[config.mk]
export PLATFORM = sky130hd
export DESIGN_NAME = rate_spike_encoder
export DESIGN_NICKNAME = d
export VERILOG_FILES = /design/src/rtl/rate_spike_encoder.sv
export SDC_FILE = /design/constraint.sdc
export NUM_CORES = 1
export LEC_CHECK = 0
export BUFFER_PORTS_ARGS = -buffer_cell sky130_fd_sc_hd__buf_2
export CELL_PAD_IN_SITES_DETAIL_PLACEMENT = 0
export CELL_PAD_IN_SITES_GLOBAL_PLACEMENT = 1
export CORE_ASPECT_RATIO = 0.9
export CORE_MARGIN = 4
export CORE_UTILIZATION = 40
export CTS_BUF_LIST = sky130_fd_sc_hd__clkbuf_8 sky130_fd_sc_hd__clkbuf_16
export DETAILED_ROUTE_END_ITERATION = 8
export PLACE_DENSITY_LB_ADDON = 0.1
export SKIP_LAST_GASP = 1
export SYNTH_ARGS = -nofsm -noshare
export SYNTH_HDL_FRONTEND = slang
export SYNTH_SLANG_ARGS = --single-unit
[constraint.sdc]
create_clock -name clk -period 4.7 [get_ports clk]
set_input_delay 0.94 -clock clk [delete_from_list [all_inputs] [get_ports clk]]
set_output_delay 0.94 -clock clk [all_outputs]
set_load 0.03 [all_outputs]
[src/rtl/rate_spike_encoder.sv]
// Rate-coded spike encoder: clamps a signed request to 0..WINDOW and streams that many evenly spread spikes over WINDOW timesteps.
// Optional spike counter output is enabled by defining RATE_ENCODER_COUNT_EN.
module rate_spike_encoder #(
    parameter int DATA_WIDTH = 16,
    parameter int WINDOW     = 32,
    parameter int CNT_WIDTH  = 16
) (
    input  logic                  clk,
    input  logic                  rstn,
    input  logic [DATA_WIDTH-1:0] in_value,
    input  logic                  in_valid,
    output logic                  in_ready,
    output logic                  spike,
    output logic                  spike_valid,
    output logic                  done
`ifdef RATE_ENCODER_COUNT_EN
    ,
    output logic [CNT_WIDTH-1:0]  emitted_count
`endif
);

    localparam int V_W   = $clog2(WINDOW + 1);
    localparam int ACC_W = $clog2(2 * WINDOW) + 1;
    localparam int K_W   = $clog2(WINDOW);

    localparam logic [K_W-1:0]        K_LAST = K_W'(WINDOW - 1);
    localparam logic [K_W-1:0]        K_PEN  = K_W'(WINDOW - 2);
    localparam logic [ACC_W-1:0]      WIN_A  = ACC_W'(WINDOW);
    localparam logic [DATA_WIDTH-1:0] WIN_D  = DATA_WIDTH'(WINDOW);

    typedef enum logic [0:0] {
        IDLE   = 1'b0,
        ENCODE = 1'b1
    } state_t;

    function automatic logic [V_W-1:0] clamp_value(input logic [DATA_WIDTH-1:0] raw);
        logic [V_W-1:0] r;
        if (raw[DATA_WIDTH-1] == 1'b1) begin
            r = '0;
        end else if (raw > WIN_D) begin
            r = V_W'(WINDOW);
        end else begin
            r = V_W'(raw);
        end
        return r;
    endfunction

    // One timestep of the accumulator: MSB of the result is the spike, the rest is the new remainder.
    function automatic logic [ACC_W:0] acc_step(input logic [ACC_W-1:0] acc, input logic [V_W-1:0] v);
        logic [ACC_W-1:0] sum;
        logic [ACC_W:0]   r;
        sum = acc + ACC_W'(v);
        if (sum >= WIN_A) begin
            r = {1'b1, sum - WIN_A};
        end else begin
            r = {1'b0, sum};
        end
        return r;
    endfunction

    state_t           state_r, state_n;
    logic [K_W-1:0]   k_r, k_n;
    logic [V_W-1:0]   v_r, v_n;
    logic [ACC_W-1:0] acc_r, acc_n;
    logic             ready_r, ready_n;
    logic             spike_r, spike_n;
    logic             valid_r, valid_n;
    logic             done_r, done_n;
    logic [CNT_WIDTH-1:0] cnt_r, cnt_n;
    logic             accept_s;
    logic [V_W-1:0]   clamp_s;
    logic [ACC_W:0]   start_step_s;
    logic [ACC_W:0]   run_step_s;

    assign accept_s     = in_valid && ready_r;
    assign clamp_s      = clamp_value(in_value);
    assign start_step_s = acc_step('0, clamp_s);
    assign run_step_s   = acc_step(acc_r, v_r);

    // Next-state and next-output logic.
    always_comb begin
        state_n = state_r;
        k_n     = k_r;
        v_n     = v_r;
        acc_n   = acc_r;
        ready_n = ready_r;
        spike_n = 1'b0;
        valid_n = 1'b0;
        done_n  = 1'b0;
        cnt_n   = cnt_r;
        case (state_r)
            IDLE: begin
                ready_n = 1'b1;
                if (accept_s) begin
                    state_n = ENCODE;
                    k_n     = '0;
                    v_n     = clamp_s;
                    acc_n   = start_step_s[ACC_W-1:0];
                    spike_n = start_step_s[ACC_W];
                    valid_n = 1'b1;
                    ready_n = 1'b0;
                    cnt_n   = CNT_WIDTH'(start_step_s[ACC_W]);
                end else begin
                    state_n = IDLE;
                end
            end
            ENCODE: begin
                if (k_r == K_LAST) begin
                    // Done cycle: either restart immediately or fall back to idle.
                    if (accept_s) begin
                        k_n     = '0;
                        v_n     = clamp_s;
                        acc_n   = start_step_s[ACC_W-1:0];
                        spike_n = start_step_s[ACC_W];
                        valid_n = 1'b1;
                        ready_n = 1'b0;
                        cnt_n   = CNT_WIDTH'(start_step_s[ACC_W]);
                    end else begin
                        state_n = IDLE;
                        ready_n = 1'b1;
                    end
                end else begin
                    k_n     = k_r + K_W'(1);
                    acc_n   = run_step_s[ACC_W-1:0];
                    spike_n = run_step_s[ACC_W];
                    valid_n = 1'b1;
                    done_n  = (k_r == K_PEN);
                    ready_n = (k_r == K_PEN);
                    cnt_n   = cnt_r + CNT_WIDTH'(run_step_s[ACC_W]);
                end
            end
            default: begin
                state_n = IDLE;
                ready_n = 1'b0;
            end
        endcase
    end

    // State and output registers with synchronous active-low reset.
    always_ff @(posedge clk) begin
        if (!rstn) begin
            state_r <= IDLE;
            k_r     <= '0;
            v_r     <= '0;
            acc_r   <= '0;
            ready_r <= 1'b0;
            spike_r <= 1'b0;
            valid_r <= 1'b0;
            done_r  <= 1'b0;
            cnt_r   <= '0;
        end else begin
            state_r <= state_n;
            k_r     <= k_n;
            v_r     <= v_n;
            acc_r   <= acc_n;
            ready_r <= ready_n;
            spike_r <= spike_n;
            valid_r <= valid_n;
            done_r  <= done_n;
            cnt_r   <= cnt_n;
        end
    end

    assign in_ready    = ready_r;
    assign spike       = spike_r;
    assign spike_valid = valid_r;
    assign done        = done_r;
`ifdef RATE_ENCODER_COUNT_EN
    assign emitted_count = cnt_r;
`endif

endmodule
# After elaboration in Yosys (flattened, before gate mapping)
# Index checks and enable logic that the tools add are counted.
[word_totals] reg_bits=22 output_inout_bits=4 inputBits=19 wordCells=43
[classes] reduce_logical=2 n_lt_le_gt_ge=3 bitwise_logic=2 eq_ne=3 muxes=22 addsub=4
[ops] cell="$mux 6" count=4
[ops] cell="$gt 16x6->1 const B" count=1
[ops] cell="$mux 8" count=2
[ops] cell="$mux 7" count=2
[ops] cell="$pmux 7 s2" count=1
[ops] cell="$pmux 6 s2" count=1
[ops] cell="$eq 5x5->1 const B" count=2
[ops] cell="$mux 5" count=2
[ops] cell="$pmux 5 s2" count=1
[ops] cell="$add 7x6->7" count=1
[ops] cell="$ge 7x6->1 const B" count=1
[ops] cell="$sub 6x6->7 const B" count=1
[ops] cell="$sub 7x6->7 const B" count=1
[ops] cell="$ge 6x6->1 const B" count=1
[ops] cell="$mux 1" count=6
[ops] cell="$pmux 1 s2" count=3
[ops] cell="$add 5x1->5 const B" count=1
[ops] cell="$reduce_or 3->1" count=1
[ops] cell="$ne 2x1->1 const B" count=1
[ops] cell="$not 1->1" count=2
[ops] cell="$logic_and 1x1->1" count=1

# Longest topological paths before layout
# Gate-level depths: netlist of run 1.
[depth] depth_word=8 mapped_depth=11 ltp_nobuf=11

# Least setup slack after synthesis of run 1
# No wires, ideal clock.
[synth_timing] path_kind="register to register" start="reg v_r[1]" end="reg acc_r[5]" path_buffers=0 arrival_ns=2.404 synth_period_minus_slack_ns=2.473 path_stages_with_launch=9 required_ns=4.631 setup_slack_ns=2.227 setup_ns=0.069 cell_sequence="dfxtp_1 ha_1 a211o_1 and4_1 a2111oi_2 ha_1 inv_1 or4_1 o21ai_1"
[synth_between] elab_chain_len=5 elab_cells_between_ends=6 classes_between="add/sub: 2; order compare: 1; mux: 3"
[synth_rtl] element="from (decl)" line="63" text="logic [V_W-1:0] v_r, v_n;"
[synth_rtl] element="from (signal assigned)" line="154" text="v_r <= v_n;"
[synth_rtl] element="$add 7x6->7 (*)" line="52" text="sum = acc + ACC_W'(v);"
[synth_rtl] element="$sub 7x6->7 / $ge 7x6->1 (equally long branches)" line="54, 53"
[synth_rtl] element="$mux 8 (*)" line="53" text="if (sum >= WIN_A) begin"
[synth_rtl] element="$mux 7 (*)" line="108" text="if (k_r == K_LAST) begin"
[synth_rtl] element="$pmux 7 s2 (*)" line="91" text="case (state_r)"
[synth_rtl] element="to (signal assigned)" line="155" text="acc_r <= acc_n;"
[synth_rtl] element="to (decl)" line="64" text="logic [ACC_W-1:0] acc_r, acc_n;"
# Every way passes the cells marked *; elsewhere a longest branch is shown, timed or not.
# A chain may end at the register's enable or synchronous reset.

# Worst setup path after layout of run 1
[layout_timing] start="reg v_r[0]" end="reg acc_r[6]"
# Same word-level chain as after synthesis.

==> impl_metrics.ini, run 1 <==
[global_routing]
grt_usage_pct = 15.07
grt_pass1_vias = 1014
grt_max_degree = 14
overflow = 0
grt_pass1_wl_microns = 4650
antenna_found_initial = 0

[timing]
rsz0062_at_grt = false
relSlewSlack_pct = 47.44
tightest_slew_ns = 0.7868
skew_ns = 0.003725
drv_slew = 0
finalCriticalPeriod_ns = 2.688
setup_tns_ns = 0
fin_crit_sh_pct = 57.19
clock.fmax_mhz = 372.0
hold_violations = 0
finalSetupViolations = 0
timing.hold.ws_ns = 0.4824

[power_and_ir_drop]
vdd_ir_drop_max_v = 0.0002013
powerDensity_mw_per_mm2 = 331.5
p_leak_nw = 0.6530

[clock_tree]
cts_sinks = 22
path_clk_slew_ns = 0.08
hold_buffers = 0
cts_setup_buffers = 0
cts_made_buffers = 3
clockBufferDepth = 2
cts_resized = 0
htree_levels = 1
cts_tree = built
insertion_delay_ns = 0.26
cts_root_buffer = clkbuf_8

[job]
cap_violations = 0

[setup_path]
cp-start-kind = flop
worstSetupPathType = reg -> reg
reg2reg_slack_ns = 2.01
critPathRequiredTime_ns = 4.88
arrival_ns = 2.87
r2r_end = acc_r[6]
cp-end-kind = flop
rr_worst_depth = 11
crit_fanout = 5
reg2reg_from = v_r[0]

[min_path]
worstHoldEndpoint = v_r[5]
hp-start = v_r[5]
whs_path_depth = 2
hold_class = reg -> reg

[die]
start_util_pct = 41.61
fp.dieW_microns = 67.31
die-area_sq_mm = 0.004131
die_h_microns = 61.38
io_pins = 23
core_area_sq_mm = 0.003043
rows = 19

[yosys]
ys.warnings.count = 0
synthCells = 142
syn_area_per_cell_sq_um = 8.917
synth-edff-count = 0
netlist-cell-type-count = 41
syn_area_sq_mm = 0.001266
syn_nets = 172
synthFlopType = dfxtp_1
seq_area_frac_synth_pct = 34.78
ys_ff_latch = 22
async_flop_share_pct = 0

[layout]
nets = 197
drive_gt1_share_pct = 20.48
area_growth_pct = 17.89
final_core_util_pct = 49.05
n_antenna_cell = 0

[route]
ant_nets = 0
drc_errors = 0
vias_per_cell = 5.394
drt-initial-drc-count = 38
wl_per_cell_microns = 13.71
wl_microns = 2851
dr.pass1.iters = 4
vias = 1122

[run_status]
status = complete, no violations

[place]
dp_hpwl_microns = 2311
routabilityCongestion = 0.7876
io_buffer_count = 22
state kept, by name, summed over array words and instances (netlist names):
name,count
v_r,6
in_ready,1
k_r,5
acc_r,7
spike_valid,1
done,1
spike,1
final cells by class:
class                      count  area [sq um]
clock inverter                 1         30.03
sequential                    22         440.4
clock buffer                   3         41.29
fill                         330          1550
inverter                      14         52.55
timing repair buffer          22         110.1
multi-input combinational    104         765.7
tap                           42         52.55
cell usage in the layout (no fill, tap or decap), drive strengths merged, types with 3 or more instances in the layout:
cell,n
a221oi,3
o221a,3
or4,5
clkbuf,3
nor2,15
nor2b,3
o21ai,9
inv,14
xor2,3
nand2,8
a21oi,8
o21a,6
nand3,5
dfxtp,22
ha,10
buf,22
power breakdown:
| group | internal [mW] | leakage (nW) | total (mW) | switching (mW) |
|---|---|---|---|---|
| sequential | 0.199 | 0.180 | 0.207 | 0.00840 |
| clock | 0.114 | 0.0357 | 0.178 | 0.0638 |
| combinational | 0.0443 | 0.438 | 0.110 | 0.0657 |
| total | 0.357 | 0.653 | 0.495 | 0.138 |
worst max-delay path, cell delays in order (launching register included):
cell	delay [ns]
dfxtp_1	0.35
ha_1	0.18
inv_1	0.06
fa_1	0.39
nand2b_1	0.21
a2111o_1	0.38
o211ai_1	0.24
inv_1	0.09
ha_1	0.31
nor2_1	0.12
a21oi_1	0.07
a221oi_2	0.23
cell usage after synthesis, types with 2 or more instances:
library cell / instances / area share [%]
dfxtp_1: 22 / 35
nor2_1: 15 / 4.4
inv_1: 13 / 3.9
ha_1: 10 / 9.9
a21oi_1: 8 / 3.2
nand2_1: 8 / 2.4
o21ai_1: 7 / 2.8
o21a_1: 6 / 3.6
nand3_1: 5 / 2.0
or4_1: 4 / 2.4
nor2b_1: 3 / 1.5
xor2_1: 3 / 2.1
a2111o_1: 2 / 1.8
a221oi_1: 2 / 1.4
clkbuf_1: 2 / 0.59
nand2b_1: 2 / 0.99
nand3b_1: 2 / 1.2
nand4_1: 2 / 0.99
nor4_1: 2 / 0.99
o21ai_0: 2 / 0.79
o221a_2: 2 / 1.8
worst max path at each step:
stage               slack (ns)  depth (start not counted)        start       end
global route              1.81                         11     acc_r[0]  acc_r[6]
floorplan                 2.23                          8       v_r[1]  acc_r[5]
CTS                       2.02                         11     acc_r[0]  acc_r[6]
finish                    2.01                         11       v_r[0]  acc_r[6]
global placement          2.05                         11       v_r[0]  acc_r[6]
detailed placement        2.04                          6  in_value[9]  acc_r[4]
layer usage:
metal	track usage (%)	wire [microns]	vias to the layer above
met5	0	0	-
met1	21.11	1425	526
met4	3.468	4	0
li1	-	-	572
met2	23.25	1297	22
met3	4.015	124	2
cell families after synthesis:
family	synth area share (%)
and+or+nand+nor	20.06
buffers and inverters	4.743
DFF	34.78
AOI/OAI and AO/OA	26.19
xor gates and xnor gates	2.767
adders and majority gates	11.46
stage by stage:
step                power [mW]  worst slack, ns  std cells  cell area [sq um]
global placement        0.3187            2.053        204               1421
global route            0.5214            1.808        208               1493
finish                  0.4948            2.012        208               1493
detailed placement      0.3208            2.044        204               1421
CTS                     0.4978            2.021        208               1493
floorplan               0.2902            2.227        142               1266
No activity file was read; power rests on OpenSTA's default activity.
==> run 2, diff against run 1 <==
ABC_AREA = 1   (was default)
CORE_UTILIZATION = 39   (was 40)
clock period = 2.7 ns   (was 4.7 ns; I/O delays follow)
==> run 2 against run 1 <==
First-iteration DRC count is 2.6% higher. Area after synthesis up 2.0%. Combinational power is 65% higher. Non-clock buffer count rose by 1. Synthesized cell count up 30%. Worst hold slack worse by 0.0066 ns. Worst setup slack got worse by 1.6 ns. Largest cell class unchanged.
==> impl_metrics.ini, run 2 <==
[yosys]
synth_common_cells = 42 x nand2_1, 26 x inv_1, 22 x dfxtp_1, 17 x nand3_1, 16 x a21oi_1
syn_area_per_cell_sq_um = 7.018
synth.most_common_cell = nand2_1
synth_top_family_by_area = simple AND/OR/NAND/NOR gates
syn_nets = 214
synth_area_leader_cell = dfxtp_1
async_flop_share_pct = 0
synth-simple-area-share_pct = 29.17
synth_adder_area_share_pct = 11.24
synthCells = 184
muxShareOfSynthArea_pct = 0
ys.warnings.count = 0
synthXorXnorAreaFrac_pct = 0
netlist_top_cells_area = dfxtp_1 34%, nand2_1 12%, ha_1 9.7%
netlist-cell-type-count = 28
synthFlopType = dfxtp_1
seq_area_frac_synth_pct = 34.11
synth-edff-count = 0
yosysTopAreaCellShare_pct = 34.11
synth-compound-area-share_pct = 15.02
syn_area_sq_mm = 0.001291
ys_ff_latch = 22

[clock_tree]
cts_made_buffers = 3
cts_sinks = 22
cts_setup_buffers = 0
cts_root_buffer = clkbuf_8
clockBufferDepth = 2
insertion_delay_ns = 0.27
cts_resized = 0
hold_buffers = 0
htree_levels = 1
cts_tree = built
path_clk_slew_ns = 0.08

[die]
core_area_sq_mm = 0.003114
start_util_pct = 41.46
die_h_microns = 62.59
die-area_sq_mm = 0.004296
io_pins = 23
fp.dieW_microns = 68.65
rows = 19

[setup_path]
reg2reg_from = k_r[0]
reg2reg_slack_ns = 0.44
crit_path_start = k_r[0]
crit_fanout = 12
critPathMostFrequentCell = nor2_1
arrival_ns = 2.42
worstSetupPathType = reg -> reg
cp-end-kind = flop
cp_cell_sequence = ha_1, and3_1, ha_1, nor2_2, nor2_1, nor2_1, inv_2, o21ai_0, inv_1, nor2_1
critPathSlowestCell = nor2_1
crit_family = simple AND/OR/NAND/NOR gates
path_buf_inv = 2
crit_path_max_incr_delay_ns = 0.60
critPathRequiredTime_ns = 2.86
cp-start-kind = flop

[timing]
tightest_slew_ns = 0.7750
fin_crit_sh_pct = 83.74
drv_slew = 0
finalSetupViolations = 0
hold_violations = 0
rsz0062_at_grt = false
finalCriticalPeriod_ns = 2.261
fin_ws_ns = 0.4391
skew_ns = 0.01066
clock.fmax_mhz = 442.3
setup_tns_ns = 0
relSlewSlack_pct = 48.14

[layout]
n_antenna_cell = 0
largestRegisters = acc_r: 7 flops, v_r: 6 flops, k_r: 5 flops
final_common_cell = nand2_1
drive_gt1_share_pct = 18.27
top_register = acc_r
instances_no_fill = 250
area_growth_pct = 17.25
largest_reg_flops = 7
nets = 239
most-common-layout-cells = 42 x nand2_1, 26 x inv_1, 22 x dfxtp_1, 22 x buf_2, 17 x nand3_1

[min_path]
hp-start = v_r[5]
hold_class = reg -> reg

[job]
cap_violations = 0

[route]
wl_per_cell_microns = 11.29
wl_microns = 2822
drc_errors = 0
dr.pass1.iters = 4
drt-initial-drc-count = 39
ant_nets = 0
vias = 1236
vias_per_cell = 4.944

[place]
dp_hpwl_microns = 2315
post-place-ws_ns = 0.5129
routabilityCongestion = 0.8250
io_buffer_count = 22
dp_cells = 246

[global_routing]
overflow = 0
grt_usage_pct = 14.72
grt_pass1_wl_microns = 4954
antenna_found_initial = 0
grt_pass1_vias = 1146
grt_max_degree = 15

[power_and_ir_drop]
vdd_ir_drop_max_v = 0.0002682
p_leak_nw = 0.7323
powerDensity_mw_per_mm2 = 557.9

[run_status]
status = complete, no violations
## run 2: cell count changes after synthesis, sizes merged, moves of 3 or more
cell	previous run	this run
clkinv	0	3
nand3	5	17
nor2b	3	0
o21a	6	0
nand2	8	46
or4	5	0
xor2	3	0
a21oi	8	17
inv	14	28
o221a	3	0
a221oi	3	0
## run 2: kinds of logic after synthesis
logic type	count (synthesis)
buf+inv	34
compound gates	32
fa+ha+maj	11
flops	22
simple gates	85
## run 2: tightest hold or removal path, stage by stage (launching register included)
cell and delay (ns):
dfxtp_1 0.33, nand2_1 0.07, nand2_1 0.05
## run 2: stage by stage
stage / hold slack (ns) / area [sq um] / util, % / total power [mW]
6_report: 0.4758 / 1514 / 48.61 / 0.8446
5_1_grt: 0.5125 / 1514 / 48.61 / 0.8938
4_1_cts: 0.4811 / 1514 / 48.61 / 0.8499
3_5_place_dp: 0.4684 / 1443 / 46.32 / 0.5457
3_3_place_gp: 0.4518 / 1443 / 46.32 / 0.5438
2_1_floorplan: 0.4335 / 1291 / - / 0.4963
## run 2: path summary, 6_finish.rpt
kind             to  cells after the start
max          v_r[4]                     10
min reg2reg  v_r[5]                      2
min          v_r[5]                      2
max reg2reg  v_r[4]                     10
## run 2: area by class of cell
| cell class | count | area (sq um) |
|---|---|---|
| Multi-Input combinational cell | 128 | 715.7 |
| Fill cell | 324 | 1600 |
| Tap cell | 42 | 52.55 |
| Clock buffer | 3 | 41.29 |
| Timing Repair Buffer | 23 | 117.6 |
| Inverter | 31 | 116.4 |
| Sequential cell | 22 | 440.4 |
| Clock inverter | 1 | 30.03 |
## run 2: power breakdown
| part | leakage [nW] | internal [mW] | switching [mW] | total (mW) |
|---|---|---|---|---|
| logic | 0.517 | 0.0675 | 0.113 | 0.181 |
| registers | 0.180 | 0.345 | 0.0127 | 0.358 |
| clock network | 0.0357 | 0.198 | 0.108 | 0.306 |
## run 2: layer usage
metal | wire length (microns) | global-route usage [%] | share of wire (%) | up-vias
met1 | 1481 | 21.20 | 52 | 552
met2 | 1170 | 21.45 | 41 | 25
met3 | 134 | 3.237 | 4.7 | 5
met5 | 0 | 0 | 0 | -
li1 | - | - | - | 654
met4 | 36 | 4.467 | 1.3 | 0
==> run 3, diff against run 2 <==
CORE_UTILIZATION = 35   (was 39)
clock period = 1.85 ns   (was 2.7 ns; I/O delays follow)
==> run 3 against run 2 <==
The run now ends with setup timing left. First-iteration DRC count rose by 44%. Worst hold slack got worse by 0.067 ns. Cell area increased by 7.7%. Wire length increased by 3.4%. Critical endpoint is now acc_r[6]. Highest routed layer unchanged.
==> impl_metrics.ini, run 3 (synthesized netlist as in run 2, its figures left out) <==
[run_status]
status = finished with violations
violations = setup timing

[route]
wl_met3_microns = 127
ant_nets = 0
drc_errors = 0
dr.pass1.iters = 4
wl_per_cell_microns = 11.10
vias_per_cell = 4.783
drt-initial-drc-count = 56
highest_layer = met4
vias = 1258
wl_met2_microns = 1249
m1WireLength_microns = 1524
wl_microns = 2918

[die]
fp.dieW_microns = 72.03
core_area_sq_mm = 0.003453
rows = 20
io_pins = 23
die_h_microns = 65.62
die-area_sq_mm = 0.004726
start_util_pct = 37.39

[layout]
multi_input_area_sq_um = 760.7
n_antenna_cell = 0
top_register = acc_r
final_core_util_pct = 47.21
final_common_cell = nand2_1
regArea_sq_um = 442.9
largestRegisters = acc_r: 7 flops, v_r: 6 flops, k_r: 5 flops
most-common-layout-cells = 39 x nand2_1, 24 x inv_1, 22 x buf_2
design_area_sq_mm = 0.001630
area_growth_pct = 26.26
largest_reg_flops = 7
n_fill_cell = 361
drive_gt1_share_pct = 27.40
nets = 250

[place]
dp_hpwl_microns = 2362
io_buffer_count = 22
dpl_cell_area_sq_mm = 0.001520
routabilityCongestion = 0.8299

[timing]
clock.fmax_mhz = 534.7
rsz0062_at_grt = true
fin_ws_ns = -0.02015
skew_ns = 0.002419
finalSetupViolations = 2
finalCriticalPeriod_ns = 1.870
setup_tns_ns = -0.03339
relSlewSlack_pct = 83.63
hold_violations = 0
fin_crit_sh_pct = 101.1
drv_slew = 0
tightest_slew_ns = 0.2436

[setup_path]
crit_end = acc_r[6]
r2r_end = acc_r[6]
critPathSlowestCell = fa_2
worstSetupPathType = reg -> reg
reg2reg_slack_ns = -0.02
reg2reg_from = acc_r[0]
cp.depth = 12
cp-end-kind = flop
critPathMostFrequentCell = nand2_2
crit_fanout = 3
arrival_ns = 2.02
crit_path_start = acc_r[0]
cp_cell_sequence = ha_4, inv_2, fa_2, nand2_2, nor2_2, nand3_2, nor2_4, nand3_1, nand2_2, nand2_1, nand2_2, a21oi_2
cp-start-kind = flop
path_buf_inv = 1
rr_worst_depth = 12
crit_family = adder cells
crit_path_max_incr_delay_ns = 0.54
critPathRequiredTime_ns = 2.00

[clock_tree]
insertion_delay_ns = 0.26
cts_sinks = 22
cts_root_buffer = clkbuf_8
clockBufferDepth = 2
cts_tree = built
cts_made_buffers = 3
hold_buffers = 0
htree_levels = 1
path_clk_slew_ns = 0.08

[global_routing]
grt_usage_pct = 13.98
grt_pass1_vias = 1245
antenna_found_initial = 0
grt_pass1_wl_microns = 5306
overflow = 0
grt_max_degree = 14

[power_and_ir_drop]
combPwrFrac_pct = 27.0
seq_power_share_pct = 44.5
clkPwrFrac_pct = 28.5
swShare_pct = 29.80
powerDensity_mw_per_mm2 = 724.9
vdd_ir_drop_max_v = 0.0002984
p_leak_nw = 0.7820
internal_power_uw = 829.7
p_sw_uw = 352.2

[min_path]
hp-start = in_value[2]
hold_class = in -> reg

[job]
cap_violations = 0
## run 3: cell types whose count changed in the layout (fill, tap and decap cells not counted), sizes merged
cell,previous run,this run
clkbuf,3,4
buf,23,34
bufinv,1,0
## run 3: final cells by class
| type | count | area share [%] |
|---|---|---|
| timing repair buffer | 34 | 12.28 |
| sequential | 22 | 27.17 |
| multi-input combinational | 128 | 46.66 |
| tap | 44 | 3.377 |
| inverter | 31 | 7.137 |
| clock buffer | 4 | 3.377 |
## run 3: routing by layer
| metal | GRT usage [%] | up-vias |
|---|---|---|
| met5 | 0 | - |
| met4 | 3.521 | 0 |
| met3 | 1.835 | 2 |
| met2 | 22.82 | 28 |
| met1 | 19.37 | 551 |
| li1 | - | 677 |
## run 3: stage by stage
step / setup slack (ns) / hold slack [ns] / power (mW) / instances
global route: -0.1771 / 0.4100 / 1.282 / 263
detailed placement: -0.1092 / 0.4480 / 0.8253 / 258
finish: -0.02015 / 0.4086 / 1.182 / 263
global placement: -0.04153 / 0.4492 / 0.8217 / 258
floorplan: 0.01111 / 0.4335 / 0.7243 / 184
CTS: -0.05385 / 0.4065 / 1.177 / 263
## run 3: worst register-to-register path: cells and delay by family (launching register included)
| family | cells | cell delay, ns |
|---|---|---|
| fa+ha+maj | 2 | 0.69 |
| simple gates | 8 | 0.63 |
| flops | 1 | 0.37 |
| compound gates | 1 | 0.04 |
| buf+inv | 1 | 0.03 |
## run 3: what timing repair did
| item | CTS | global route |
|---|---|---|
| endpoints found under the setup margin | 3 | 6 |
| pin swaps | 10 | 3 |
| cloned | 0 | 0 |
| setup buffers | 1 | 0 |
| hold endpoints to repair | 0 | 0 |
| resized for setup | 9 | 5 |
## run 3: worst min-delay path by stage
stage	endpoint	cells after the start
after floorplan	v_r[5]	2
after global placement	v_r[5]	2
after detailed placement	v_r[5]	2
after CTS	v_r[2]	3
after global routing	acc_r[2]	3
final	v_r[2]	3
## run 3: power groups by stage
stage                     Clock, mW  Sequential [mW]  Combinational [mW]
final                         0.337            0.526               0.319
after global routing          0.381            0.531               0.370
after CTS                     0.349            0.525               0.303
after detailed placement          0            0.533               0.292
after global placement            0            0.532               0.289
after floorplan                   0            0.539               0.186
